===== config.mk =====
export PLATFORM = sky130hd
export DESIGN_NAME = priority_encoder_4x2_seq
export DESIGN_NICKNAME = d
export VERILOG_FILES = /design/src/rtl/priority_encoder_4x2_seq.sv
export SDC_FILE = /design/constraint.sdc
export NUM_CORES = 1
export LEC_CHECK = 0
export ABC_AREA = 1
export CORE_AREA = 3 3 40 42
export DETAILED_ROUTE_END_ITERATION = 8
export DIE_AREA = 0 0 43 45
export GPL_ROUTABILITY_DRIVEN = 0
export PLACE_DENSITY_LB_ADDON = 0.05
export SYNTH_ARGS = -nofsm -noshare
export SYNTH_HDL_FRONTEND = slang
export SYNTH_SLANG_ARGS = --single-unit

===== constraint.sdc =====
create_clock -name clk -period 3.4 [get_ports clk]
set_input_delay 0.51 -clock clk [delete_from_list [all_inputs] [get_ports clk]]
set_output_delay 0.51 -clock clk [all_outputs]
set_load 0.01 [all_outputs]

===== src/rtl/priority_encoder_4x2_seq.sv =====
// priority_encoder_4x2_seq
// Registered 4-to-2 priority encoder with request latching and a valid/ack
// handshake. Requests on D are collected into a pending register while
// enable is high; one pending index at a time is presented on Y with valid,
// and the consumer retires it by asserting ack.
//
// Configuration macro: ENC_ROUND_ROBIN_EN
//   undefined : fixed priority, bit 3 highest (3 > 2 > 1 > 0)
//   defined   : rotating priority; the most recently acked index becomes
//               the lowest priority for the next search
module priority_encoder_4x2_seq (
   input  logic       clk,
   input  logic       rst_n,
   input  logic       enable,
   input  logic [3:0] D,
   input  logic       ack,
   output logic [1:0] Y,
   output logic       valid,
   output logic [3:0] pending
);

   typedef enum logic {
      IDLE    = 1'b0,
      PRESENT = 1'b1
   } state_t;

   state_t     state;
   state_t     state_next;
   logic [1:0] y_next;
   logic [1:0] sel;
   logic [3:0] pend_next;
   logic [3:0] clr;
   logic [3:0] set;
   logic       accept;

`ifdef ENC_ROUND_ROBIN_EN
   logic [1:0] last;
   logic [1:0] last_next;

   // Rotating search: last-1, last-2, ... (mod 4), with base itself lowest.
   function automatic logic [1:0] select_req(input logic [3:0] req,
                                             input logic [1:0] base);
      logic [1:0] idx;
      logic [1:0] pick;
      logic       found;
      pick  = '0;
      found = 1'b0;
      for (int unsigned k = 1; k <= 4; k++) begin
         idx = base - 2'(k);
         if (!found && req[idx]) begin
            pick  = idx;
            found = 1'b1;
         end
      end
      return pick;
   endfunction
`else
   // Fixed-priority search, bit 3 highest.
   function automatic logic [1:0] select_req(input logic [3:0] req);
      logic [1:0] pick;
      pick = '0;
      if (req[3])      pick = 2'd3;
      else if (req[2]) pick = 2'd2;
      else if (req[1]) pick = 2'd1;
      else             pick = 2'd0;
      return pick;
   endfunction
`endif

   assign valid = (state == PRESENT);

   // Pending-register update: set (new captures) wins over clear (ack).
   always_comb begin
      accept    = valid & ack;
      clr       = accept ? (4'b0001 << Y) : '0;
      set       = enable ? D : '0;
      pend_next = (pending & ~clr) | set;
`ifdef ENC_ROUND_ROBIN_EN
      // The index being acked this cycle already ranks lowest for the
      // search that picks its successor, so no bubble is needed.
      last_next = accept ? Y : last;
      sel       = select_req(pend_next, last_next);
`else
      sel       = select_req(pend_next);
`endif
   end

   // Next-state and next-index logic; no preemption while presenting.
   always_comb begin
      state_next = state;
      y_next     = Y;
      case (state)
         IDLE: begin
            if (pend_next != '0) begin
               state_next = PRESENT;
               y_next     = sel;
            end
         end
         PRESENT: begin
            if (accept) begin
               if (pend_next != '0) begin
                  y_next = sel;
               end else begin
                  state_next = IDLE;
               end
            end
         end
         default: begin
            state_next = IDLE;
         end
      endcase
   end

   // State, index and pending registers with asynchronous clear.
   always_ff @(posedge clk or negedge rst_n) begin
      if (!rst_n) begin
         state   <= IDLE;
         Y       <= '0;
         pending <= '0;
      end else begin
         state   <= state_next;
         Y       <= y_next;
         pending <= pend_next;
      end
   end

`ifdef ENC_ROUND_ROBIN_EN
   // Most recently acked index; reset to 0 so the first order is 3,2,1,0.
   always_ff @(posedge clk or negedge rst_n) begin
      if (!rst_n) begin
         last <= '0;
      end else begin
         last <= last_next;
      end
   end
`endif

endmodule


==> results of run 1 <==
[per-stage QoR]
step | utilization [%] | setup WS (ps) | hold WS [ps] | cells
6_report | 43.14 | 1623 | 522.0 | 79
5_1_grt | 43.14 | 1570 | 541.9 | 79
4_1_cts | 43.14 | 1607 | 527.2 | 79
3_5_place_dp | 41.09 | 1572 | 515.8 | 75
3_3_place_gp | 41.09 | 1559 | 518.5 | 75
2_1_floorplan | - | 2171 | 214.4 | 46
[state kept, by name, summed over array words and instances, names as in the netlist]
register	count
Y	2
valid	1
pending	4
[routing by layer]
metal	up-vias	part of all wire, %
li1	173	-
met1	144	42
met2	10	49
met3	0	8.3
met4	0	0
met5	-	0
[report_power, final]
group / switching (µW) / internal (µW) / total [µW]
Clock: 31.9 / 44.9 / 76.7
Combinational: 49.3 / 48.7 / 98.0
Sequential: 13.5 / 97.4 / 111
Total: 94.7 / 191 / 286
[placed cells by master (no fill, tap or decap), drive strengths merged]
cell type / synthesis / routed
inv: 5 / 5
clkdlybuf4s50: 0 / 14
clkbuf: 0 / 4
nand3: 3 / 3
nand2: 24 / 24
nor2: 5 / 5
dfrtp: 7 / 7
o21ai: 2 / 2
[logic make-up (layout without fill, tap and decap cells)]
family          Yosys count  count (layout)  share of synthesized area, %
compound gates            2               2                         3.728
flops                     7               7                         47.46
simple gates             32              32                         43.73
buf+inv                   5              23                         5.085
[worst max-delay path by stage]
stage                           startpoint          endpoint  slack [ps]  cells after the start
after detailed placement               ack  Y[0]$_DFFE_PN0P_        1570                     10
after global placement                 ack  Y[0]$_DFFE_PN0P_        1560                     10
final                     Y[1]$_DFFE_PN0P_              Y[1]        1620                      1
after floorplan                        ack  Y[0]$_DFFE_PN0P_        2170                      9
after global routing      Y[0]$_DFFE_PN0P_              Y[0]        1570                      1
after CTS                 Y[0]$_DFFE_PN0P_              Y[0]        1610                      1
[cell type report]
type,instances,area share [%]
inverter,5,3.386
tap,15,3.386
sequential,7,31.60
timing repair buffer,14,25.28
clock buffer,4,4.740
multi-input combinational,34,31.60
==> results.toml, run 1 <==
[run_status]
outcome = "finished clean"

[global_route]
use_met3_pct = 5.976
grt_use_met1_pct = 12.04
grt_pass1_wl_um = 1511
met2_usage_pct = 18.56
grt_pass1_vias = 341
top_usage_layer = "met2"
overflow = 0
grt_max_degree = 8
antenna_found_initial = 0
track_usage_pct = 10.81

[logic_synthesis]
netlist_area_um2 = 369.1
synth_top_cell_area_share_pct = 47.46
async_flop_share_pct = 100.0
synth.avg_cell_area_um2 = 8.024
yosys.area.top_type = "dfrtp_1"
synth_edf_count = 0
yosysMostFrequentCell = "nand2_1"
syn_nets = 54
synth-seq-area-share_pct = 47.46
synth_cell_type_count = 10
netlist_instances = 46
synth_area_leaders = "dfrtp_1 47%, nand2_1 17%, nand2_2 10%"
synth_seq_cells = 7
yosys_warnings = 0
synth_flop_cell = "dfrtp_1"
ys_top_cells_by_count = "17 x nand2_1, 7 x dfrtp_1, 6 x nand2_2, 5 x inv_1"

[placed_design]
io_buffers = 14
dp_hpwl_um = 684.2
place_area_um2 = 528.0

[floorplan]
fp.coreArea_um2 = 1285
pin_count = 15
dieArea_um2 = 1935
die_x_um = 43
die_y_um = 45
num_rows = 13
start_util_pct = 28.72

[cts]
cts_setup_buffers = 0
root_buffer = "clkbuf_4"
cts_buffers = 3
hold_buffers = 0
clk_pin_slew_ps = 60
insertion_delay_ps = 250
cts_tree = "yes"
cts_buffer_depth = 2
cts.htree.levels = 1
cts_resized = 0
clkSinkCount = 7

[worst_hold_path]
hp-class = "input pin to async pin"

[sta]
worst_pin_slew_ps = 346.6
drv_slew = 0
clock.fmax_ghz = 0.5628
fin_crit_sh_pct = 52.26
fin_crit_ps = 1777
grt_setup_unrepaired = "false"
setup_tns_ps = 0
setup-violations-final = 0
maxSlewHeadroom_pct = 76.82
finClkSkew_ps = 6.705
hold_violations = 0

[final_layout]
n_antenna_cell = 0
drive_above_1_share_pct = 20.31
final_nets = 73
multiInputGateArea_um2 = 175.2
area.growth.synth_to_final_pct = 50.17
num-fill-cells = 144
post-route-cell-area_um2 = 554.3
seq_area_um2 = 175.2

[detailed_routing]
drtIter0Drc = 2
drc = 0
antenna_left = 0
avgViaCountPerCell = 4.139
routed_wl_um = 842
vias = 327
firstDrtPassIters = 3
post_drt_wl_per_cell_um = 10.66

[setup_path]
worstPathRequired_ps = 2890
cp-end-kind = "output port"
criticalPathCategory = "register to output port"
crit_chain = "clkdlybuf4s50_1"
crit_family = "buffers and inverters"
critPathMaxStageDelay_ps = 570
crit_path_start_kind = "register"
rrSetupSlack_ps = 2190
path_max_fanout = 6
cp.arrival_ps = 1270
r2r_start = "Y[1]$_DFFE_PN0P_"
crit_buf_inv = 1
slowest_stage = "clkdlybuf4s50_1"
reg2reg_depth = 7
worstReg2RegEnd = "Y[0]$_DFFE_PN0P_"

[power_and_ir_drop]
powerDensity_nw_per_um2 = 515.5
vdd_drop_max_v = 0.0001952
finalPower_uw = 285.7
p_leak_uw = 0.0002631

[job]
drv_cap = 0
(Power assumes the default switching activity.)
==> inputs of run 2 (changes only) <==
clock period = 1.7 ns   (was 3.4 ns; I/O delays follow)
==> results.toml, run 2 (synthesis gave the netlist of run 1 again) <==
[setup_path]
criticalPathCategory = "register to output port"
cp.arrival_ps = 1270
critPathMaxStageDelay_ps = 570
cp-end-kind = "output port"
path_max_fanout = 6
worstReg2RegEnd = "Y[0]$_DFFE_PN0P_"
crit_path_start_kind = "register"
crit_chain = "clkdlybuf4s50_1"
reg2reg_depth = 9
slowest_stage = "clkdlybuf4s50_1"
worstPathRequired_ps = 1440
cp_num_cells = 1
crit_family = "buffers and inverters"
crit_buf_inv = 1
rrSetupSlack_ps = 500
r2r_start = "Y[1]$_DFFE_PN0P_"

[final_layout]
regMostFlops = "pending"
seq_area_um2 = 175.2
post-route-cell-area_um2 = 554.3
layout_common_cells = "17 x nand2_1, 14 x clkdlybuf4s50_1, 7 x dfrtp_1"
final_nets = 73
multiInputGateArea_um2 = 175.2
area.growth.synth_to_final_pct = 50.17
num-fill-cells = 138
largest_reg_flops = 4
layout_commonest_cell = "nand2_1"
n_antenna_cell = 0
drive_above_1_share_pct = 20.31

[power_and_ir_drop]
p_sw_share_pct = 32.56
comb_power_share_pct = 34.2
powerDensity_nw_per_um2 = 1022
p_leak_uw = 0.0002631
power_switching_uw = 184.4
clockPowerShare_pct = 26.8
p_seq_share_pct = 39.0
vdd_drop_max_v = 0.0003412
internal_power_uw = 381.9

[worst_hold_path]
hp-class = "input pin to async pin"

[global_route]
overflow = 0
grt_pass1_vias = 306
grt_pass1_wl_um = 1297
grt_max_degree = 8
track_usage_pct = 9.556
antenna_found_initial = 0

[floorplan]
die_y_um = 45
start_util_pct = 28.72
pin_count = 15
dieArea_um2 = 1935
num_rows = 13
die_x_um = 43
fp.coreArea_um2 = 1285

[detailed_routing]
antenna_left = 0
routed_wl_um = 801
vias = 321
avgViaCountPerCell = 4.063
post_drt_wl_per_cell_um = 10.14
firstDrtPassIters = 2
drtIter0Drc = 3
drc = 0

[cts]
cts_setup_buffers = 0
clk_pin_slew_ps = 50
cts_buffers = 3
cts.htree.levels = 1
cts_resized = 0
hold_buffers = 0
root_buffer = "clkbuf_4"
insertion_delay_ps = 250
cts_buffer_depth = 2
clkSinkCount = 7
cts_tree = "yes"

[sta]
clock.fmax_ghz = 0.6579
setup_tns_ps = 0
maxSlewHeadroom_pct = 76.46
drv_slew = 0
fin_crit_sh_pct = 89.42
grt_setup_unrepaired = "false"
hold_violations = 0
fin_crit_ps = 1520
hold_ws_ps = 275.9
finClkSkew_ps = 1.832
worst_pin_slew_ps = 352.0
setup-violations-final = 0

[placed_design]
io_buffers = 14
dp_hpwl_um = 652.1
place_area_um2 = 528.0

[job]
drv_cap = 0

[run_status]
outcome = "finished clean"
==> run 2: cell counts in the layout (fill, tap and decap cells not counted) <==
Identical to the previous run, type by type.
==> run 2: power by group through the flow <==
stage | Clock [µW] | Sequential, µW | Combinational [µW]
2_1_floorplan | 0 | 233 | 92.8
3_3_place_gp | 0 | 223 | 197
3_5_place_dp | 0 | 225 | 197
4_1_cts | 157 | 222 | 197
5_1_grt | 172 | 226 | 212
6_report | 152 | 221 | 194
==> run 2: area by class of cell <==
cell class,instances,share of cell area (%)
inverter,5,3.386
multi-input combinational,34,31.60
clock buffer,4,4.740
tap,15,3.386
sequential,7,31.60
timing repair buffer,14,25.28
==> run 2: per-layer routing <==
layer | vias up | GRT usage [%] | part of all wire, %
met4 | 0 | 1.807 | 0
li1 | 175 | - | -
met2 | 10 | 15.27 | 48
met1 | 136 | 10.81 | 43
met5 | - | 0 | 0
met3 | 0 | 6.375 | 9.2
==> run 2: worst max-delay path by stage <==
stage	start	to	slack [ps]
after floorplan	valid$_DFF_PN0_	Y[0]$_DFFE_PN0P_	570
after global placement	ack	Y[0]$_DFFE_PN0P_	130
after detailed placement	ack	Y[0]$_DFFE_PN0P_	130
after CTS	Y[0]$_DFFE_PN0P_	Y[0]	160
after global routing	Y[0]$_DFFE_PN0P_	Y[0]	120
final	Y[0]$_DFFE_PN0P_	Y[0]	180
==> run 2: stage by stage <==
stage	setup slack, ps	util [%]	cells	total power, µW
floorplan	565.6	-	46	326.1
global placement	133.9	41.09	75	420.3
detailed placement	134.6	41.09	75	421.8
CTS	155.2	43.14	79	576.3
global route	124.0	43.14	79	610.3
finish	179.9	43.14	79	566.3
==> inputs of run 3 (changes only) <==
CTS_CLUSTER_SIZE = 30   (was default)
==> results of run 3 <==
The final DEF is identical to that of run 2; final timing and power are the same.
